$ cat config.mk
export PLATFORM = sky130hd
export DESIGN_NAME = nibble_serial_adder
export DESIGN_NICKNAME = d
export VERILOG_FILES = /design/src/rtl/nibble_serial_adder_pkg.sv /design/src/rtl/nibble_serial_adder_cl_four_bit_adder.sv /design/src/rtl/nibble_serial_adder.sv
export SDC_FILE = /design/constraint.sdc
export NUM_CORES = 1
export LEC_CHECK = 0
export CAP_MARGIN = 20
export CORE_AREA = 10 10 89 91
export DETAILED_ROUTE_END_ITERATION = 8
export DIE_AREA = 0 0 99 101
export PLACE_DENSITY = 0.68
export SLEW_MARGIN = 0
export SYNTH_ARGS = -nofsm -noshare
export SYNTH_HDL_FRONTEND = slang
export SYNTH_SLANG_ARGS = --single-unit
export TNS_END_PERCENT = 20
$ cat constraint.sdc
create_clock -name clk -period 1.7 [get_ports clk]
set_clock_uncertainty 0.2 [all_clocks]
set_input_delay 0.425 -clock clk [delete_from_list [all_inputs] [get_ports clk]]
set_output_delay 0.425 -clock clk [all_outputs]
set_load 0.01 [all_outputs]
$ cat src/rtl/nibble_serial_adder_pkg.sv
// nibble_serial_adder_pkg: shared FSM encoding, nibble width and counter-width helper
package nibble_serial_adder_pkg;
   localparam logic [1:0] ST_IDLE = 2'd0;
   localparam logic [1:0] ST_RUN  = 2'd1;
   localparam logic [1:0] ST_DONE = 2'd2;
   localparam int NIB_W = 4;
   function automatic int cnt_w(input int nib);
      return (nib > 1) ? $clog2(nib) : 1;
   endfunction
endpackage

$ cat src/rtl/nibble_serial_adder_cl_four_bit_adder.sv
// cl_four_bit_adder: 4-bit carry-lookahead adder
// ports: a, b (4-bit addends), cin -> s (4-bit sum), cout (carry out of bit 3)
module cl_four_bit_adder (
   input  logic [3:0] a,
   input  logic [3:0] b,
   input  logic       cin,
   output logic [3:0] s,
   output logic       cout
);
   logic [3:0] g, p;
   logic [4:0] c;
   always_comb begin
      g = a & b;
      p = a ^ b;
      c[0] = cin;
      c[1] = g[0] | (p[0] & cin);
      c[2] = g[1] | (p[1] & g[0]) | (p[1] & p[0] & cin);
      c[3] = g[2] | (p[2] & g[1]) | (p[2] & p[1] & g[0]) | (p[2] & p[1] & p[0] & cin);
      c[4] = g[3] | (p[3] & g[2]) | (p[3] & p[2] & g[1]) | (p[3] & p[2] & p[1] & g[0]) | (&p & cin);
      s    = p ^ c[3:0];
      cout = c[4];
   end
endmodule

$ cat src/rtl/nibble_serial_adder.sv
// nibble_serial_adder: WIDTH-bit adder processing one nibble per clock, LSB nibble first
// ports: clk, rst (sync, active-high); in_valid/in_ready with a, b, cin;
//        out_valid/out_ready with sum, cout, overflow (held until the next result)
module nibble_serial_adder
   import nibble_serial_adder_pkg::*;
#(
   parameter int WIDTH = 16
) (
   input  logic             clk,
   input  logic             rst,
   input  logic             in_valid,
   output logic             in_ready,
   input  logic [WIDTH-1:0] a,
   input  logic [WIDTH-1:0] b,
   input  logic             cin,
   output logic             out_valid,
   input  logic             out_ready,
   output logic [WIDTH-1:0] sum,
   output logic             cout,
   output logic             overflow
);
   localparam int NIB = WIDTH / NIB_W;
   localparam int CW  = cnt_w(NIB);
   logic [1:0]       state;
   logic [WIDTH-1:0] a_sh, b_sh;
   logic             carry, a_msb, b_msb, co;
   logic [CW-1:0]    cnt;
   logic [NIB_W-1:0] s;
   cl_four_bit_adder u_add (
      .a    (a_sh[NIB_W-1:0]),
      .b    (b_sh[NIB_W-1:0]),
      .cin  (carry),
      .s    (s),
      .cout (co)
   );
   assign in_ready  = state == ST_IDLE;
   assign out_valid = state == ST_DONE;
   always_ff @(posedge clk) begin
      if (rst) begin
         state    <= ST_IDLE;
         a_sh     <= '0;
         b_sh     <= '0;
         carry    <= 1'b0;
         a_msb    <= 1'b0;
         b_msb    <= 1'b0;
         cnt      <= '0;
         sum      <= '0;
         cout     <= 1'b0;
         overflow <= 1'b0;
      end else if (state == ST_IDLE) begin
         if (in_valid) begin
            a_sh  <= a;
            b_sh  <= b;
            carry <= cin;
            a_msb <= a[WIDTH-1];
            b_msb <= b[WIDTH-1];
            cnt   <= '0;
            state <= ST_RUN;
         end
      end else if (state == ST_RUN) begin
         // each nibble enters at the top so the first one ends up at bit 0
         sum   <= {s, sum[WIDTH-1:NIB_W]};
         carry <= co;
         a_sh  <= a_sh >> NIB_W;
         b_sh  <= b_sh >> NIB_W;
         cnt   <= cnt + 1'b1;
         if (cnt == CW'(NIB - 1)) begin
            state    <= ST_DONE;
            cout     <= co;
            overflow <= (a_msb == b_msb) && (s[NIB_W-1] != a_msb);
         end
      end else begin
         // the unused encoding falls back to IDLE
         state <= (state == ST_DONE && !out_ready) ? ST_DONE : ST_IDLE;
      end
   end
endmodule
==> results.cfg <==
[outcome]
violations = negative setup slack
outcome = finished with violations

[timing]
hold_violations = 0
clock.fmax_mhz = 535
fin_crit_sh = 1.10
finalSetupViolCount = 5
tightestPinTransition_ps = 427
slew_headroom = 0.715
rsz0062_at_grt = true
setup_slack_ps = -168
finalCriticalPeriod_ps = 1870
finalMaxSlewViolations = 0

[floorplan]
die_w_um = 99
ios = 57
die_area_um2 = 10000
fp.dieH_um = 101
fp-row-count = 29
design.core.area_um2 = 6200
start_util = 0.392

[yosys]
synth_edf_count = 0
synth_top_cells_by_count = nand2_1 (63), dfxtp_1 (57), nor2_1 (39), a311oi_1 (24), o21ai_0 (24)
yosys_most_used_dff = dfxtp_1
synth_seq_cells = 57
yosys.area.top_type = dfxtp_1
synth_most_common_cell = nand2_1
ys_types = 29
syn_nets = 339
synth_area_um2 = 2430
synth_top_area_frac = 0.469
synthArstFlopShare = 0
yosysWarnings = 0
syn_avg_cell_area_um2 = 8.22
ys_seq_area_frac = 0.469
syn_inst = 296
synth.area.top_cells = dfxtp_1 (47%), nand2_1 (9.7%), a311oi_1 (8.6%), nor2_1 (6.0%), o21ai_0 (4.9%)

[route]
ant_nets = 0
via_per_inst = 5.10
vias = 2237
dr.pass1.iters = 5
wirelength_um = 6050
wl_per_cell_um = 13.8
drt_iter0_drc = 76
drc = 0

[cells_and_area]
nets = 401
n_antenna_cell = 0
post-route-cell-area_um2 = 3410
area_delta_synth_final_pct = 40.0
finalNonFillerCells = 439
multi_input_area_um2 = 1230
drive_above_1_share = 0.166
regArea_um2 = 1150
fill_cells = 580

[setup_path]
reg2reg_depth = 6
crit_fanout = 2
crit_arrival_ps = 1890
crit_path_end_kind = register
reg2reg_from = a_sh[1]$_SDFFE_PP0P_
crit_slowest_cell = dfxtp_1
cp-start-kind = register
required_ps = 1720
path_class = register to register
cp_top_family = compound AO/OA/AOI/OAI gates
reg2reg_to = carry$_SDFFE_PP0P_
path_buf_inv = 0
r2r_slack_ps = -170
worstPathCellList = ha_1, a21o_1, a31oi_4, and2b_2, o311ai_2, a21oi_1
critical_path.max_stage_delay_ps = 330

[global_routing]
grt_max_degree = 35
grt.overflow.total = 0
grt_pass1_vias = 2133
grt_pass1_wl_um = 9970
track_usage = 0.122
antenna_found_initial = 0

[power]
ir_worst_vdd_uv = 476
power_density_nw_per_um2 = 926
p_leak_nw = 1.41

[worst_hold_path]
min_path_cells = 2
hold_path_end = sum[3]$_SDFFE_PP0P_
hp-start = sum[3]$_SDFFE_PP0P_
min_path_type = register to register

[place]
gp_congestion = 0.775
dpl.cell_count = 422
portBuffers = 56
hpwl_um = 4210
place_area_um2 = 3160

[clock_tree]
clockRootBuffer = clkbuf_8
cts_tree = done
clkTransAtPathRegs_ps = 60
worstSkewPairLatency_ps = 340
cts_buffers = 9
clock_path_buffers = 2
htreeDepth = 3
clkSinkCount = 57

[job]
maxCapViolations = 0
-- routing by layer --
layer	wire length, µm	vias up	GRT usage
met4	172	0	0.0562
met2	2590	73	0.176
met1	2780	999	0.149
met5	0	-	0
met3	508	17	0.0583
li1	-	1148	-
-- through the flow --
step                      TNS, ps  power, mW  hold WS, ps  setup slack, ps   util
after floorplan             -83.3       1.77          233            -83.3      -
after global placement      -7410       2.00          241             -248  0.509
after detailed placement    -8370       2.01          251             -302  0.509
after CTS                    -373       3.16          257             -167  0.539
after global routing         -693       3.31          278             -238  0.549
final                        -415       3.15          254             -168  0.549
-- sequential cells by signal (all words and copies together), names as in the netlist --
signal and flops:
state 2, b_msb 1, cout 1, cnt 2, a_msb 1, a_sh 16
b_sh 16, sum 16, overflow 1, carry 1
-- kinds of logic after synthesis --
| family | Yosys count | synth area share |
|---|---|---|
| fa+ha+maj | 6 | 0.0340 |
| simple gates | 114 | 0.194 |
| flops | 57 | 0.469 |
| compound gates | 85 | 0.233 |
| mux | 1 | 0.00412 |
| xor+xnor | 3 | 0.0108 |
| buf+inv | 30 | 0.0545 |
-- worst max-delay path by stage --
stage / start / endpoint / depth (start not counted) / slack (ps)
after floorplan: a_sh[0]$_SDFFE_PP0P_ / carry$_SDFFE_PP0P_ / 6 / -80
after global placement: in_valid / b_sh[14]$_SDFFE_PP0P_ / 5 / -250
after detailed placement: in_valid / a_sh[4]$_SDFFE_PP0P_ / 6 / -300
after CTS: a_sh[0]$_SDFFE_PP0P_ / carry$_SDFFE_PP0P_ / 6 / -170
after global routing: a_sh[2]$_SDFFE_PP0P_ / carry$_SDFFE_PP0P_ / 6 / -240
final: a_sh[1]$_SDFFE_PP0P_ / carry$_SDFFE_PP0P_ / 6 / -170
-- worst min-delay path, cell delays in order, from the launching register on --
cell and delay [ps]:
dfxtp_1 310, nand2_1 50, a21oi_1 50
-- timing repair --
item,CTS,global route
endpoints found under the setup margin,44,39
pin swaps,2,4
hold buffers,0,0
buffers inserted,0,2
gates resized for setup,31,16
hold endpoints to repair,0,0
-- placed cells by master (no fill, tap or decap), types with 3 or more instances in the layout --
cell type and n:
nor2_1 38, a22oi_1 7, buf_12 4, dfxtp_1 51, nand2_1 62, a21oi_1 21, buf_2 3, o21ai_0 24
clkbuf_8 12, a211oi_1 3, clkinv_2 3, buf_4 14, dlygate4sd2_1 18, dfxtp_2 5, a311oi_1 24, ha_1 3
nor2_2 3, clkdlybuf4s50_1 35, inv_1 5
-- cell type report --
type | count | area share
Multi-Input combinational cell | 209 | 0.361
Sequential cell | 57 | 0.338
Timing Repair Buffer | 76 | 0.215
Clock buffer | 12 | 0.0485
Tap cell | 77 | 0.0283
Inverter | 5 | 0.00551
Clock inverter | 3 | 0.00441
-- power breakdown --
group / total, mW / switching (mW) / internal (mW)
clock: 1.15 / 0.515 / 0.631
sequential: 1.48 / 0.0546 / 1.42
combinational: 0.530 / 0.250 / 0.280
total: 3.15 / 0.820 / 2.33
No activity file was read; power rests on OpenSTA's default activity.
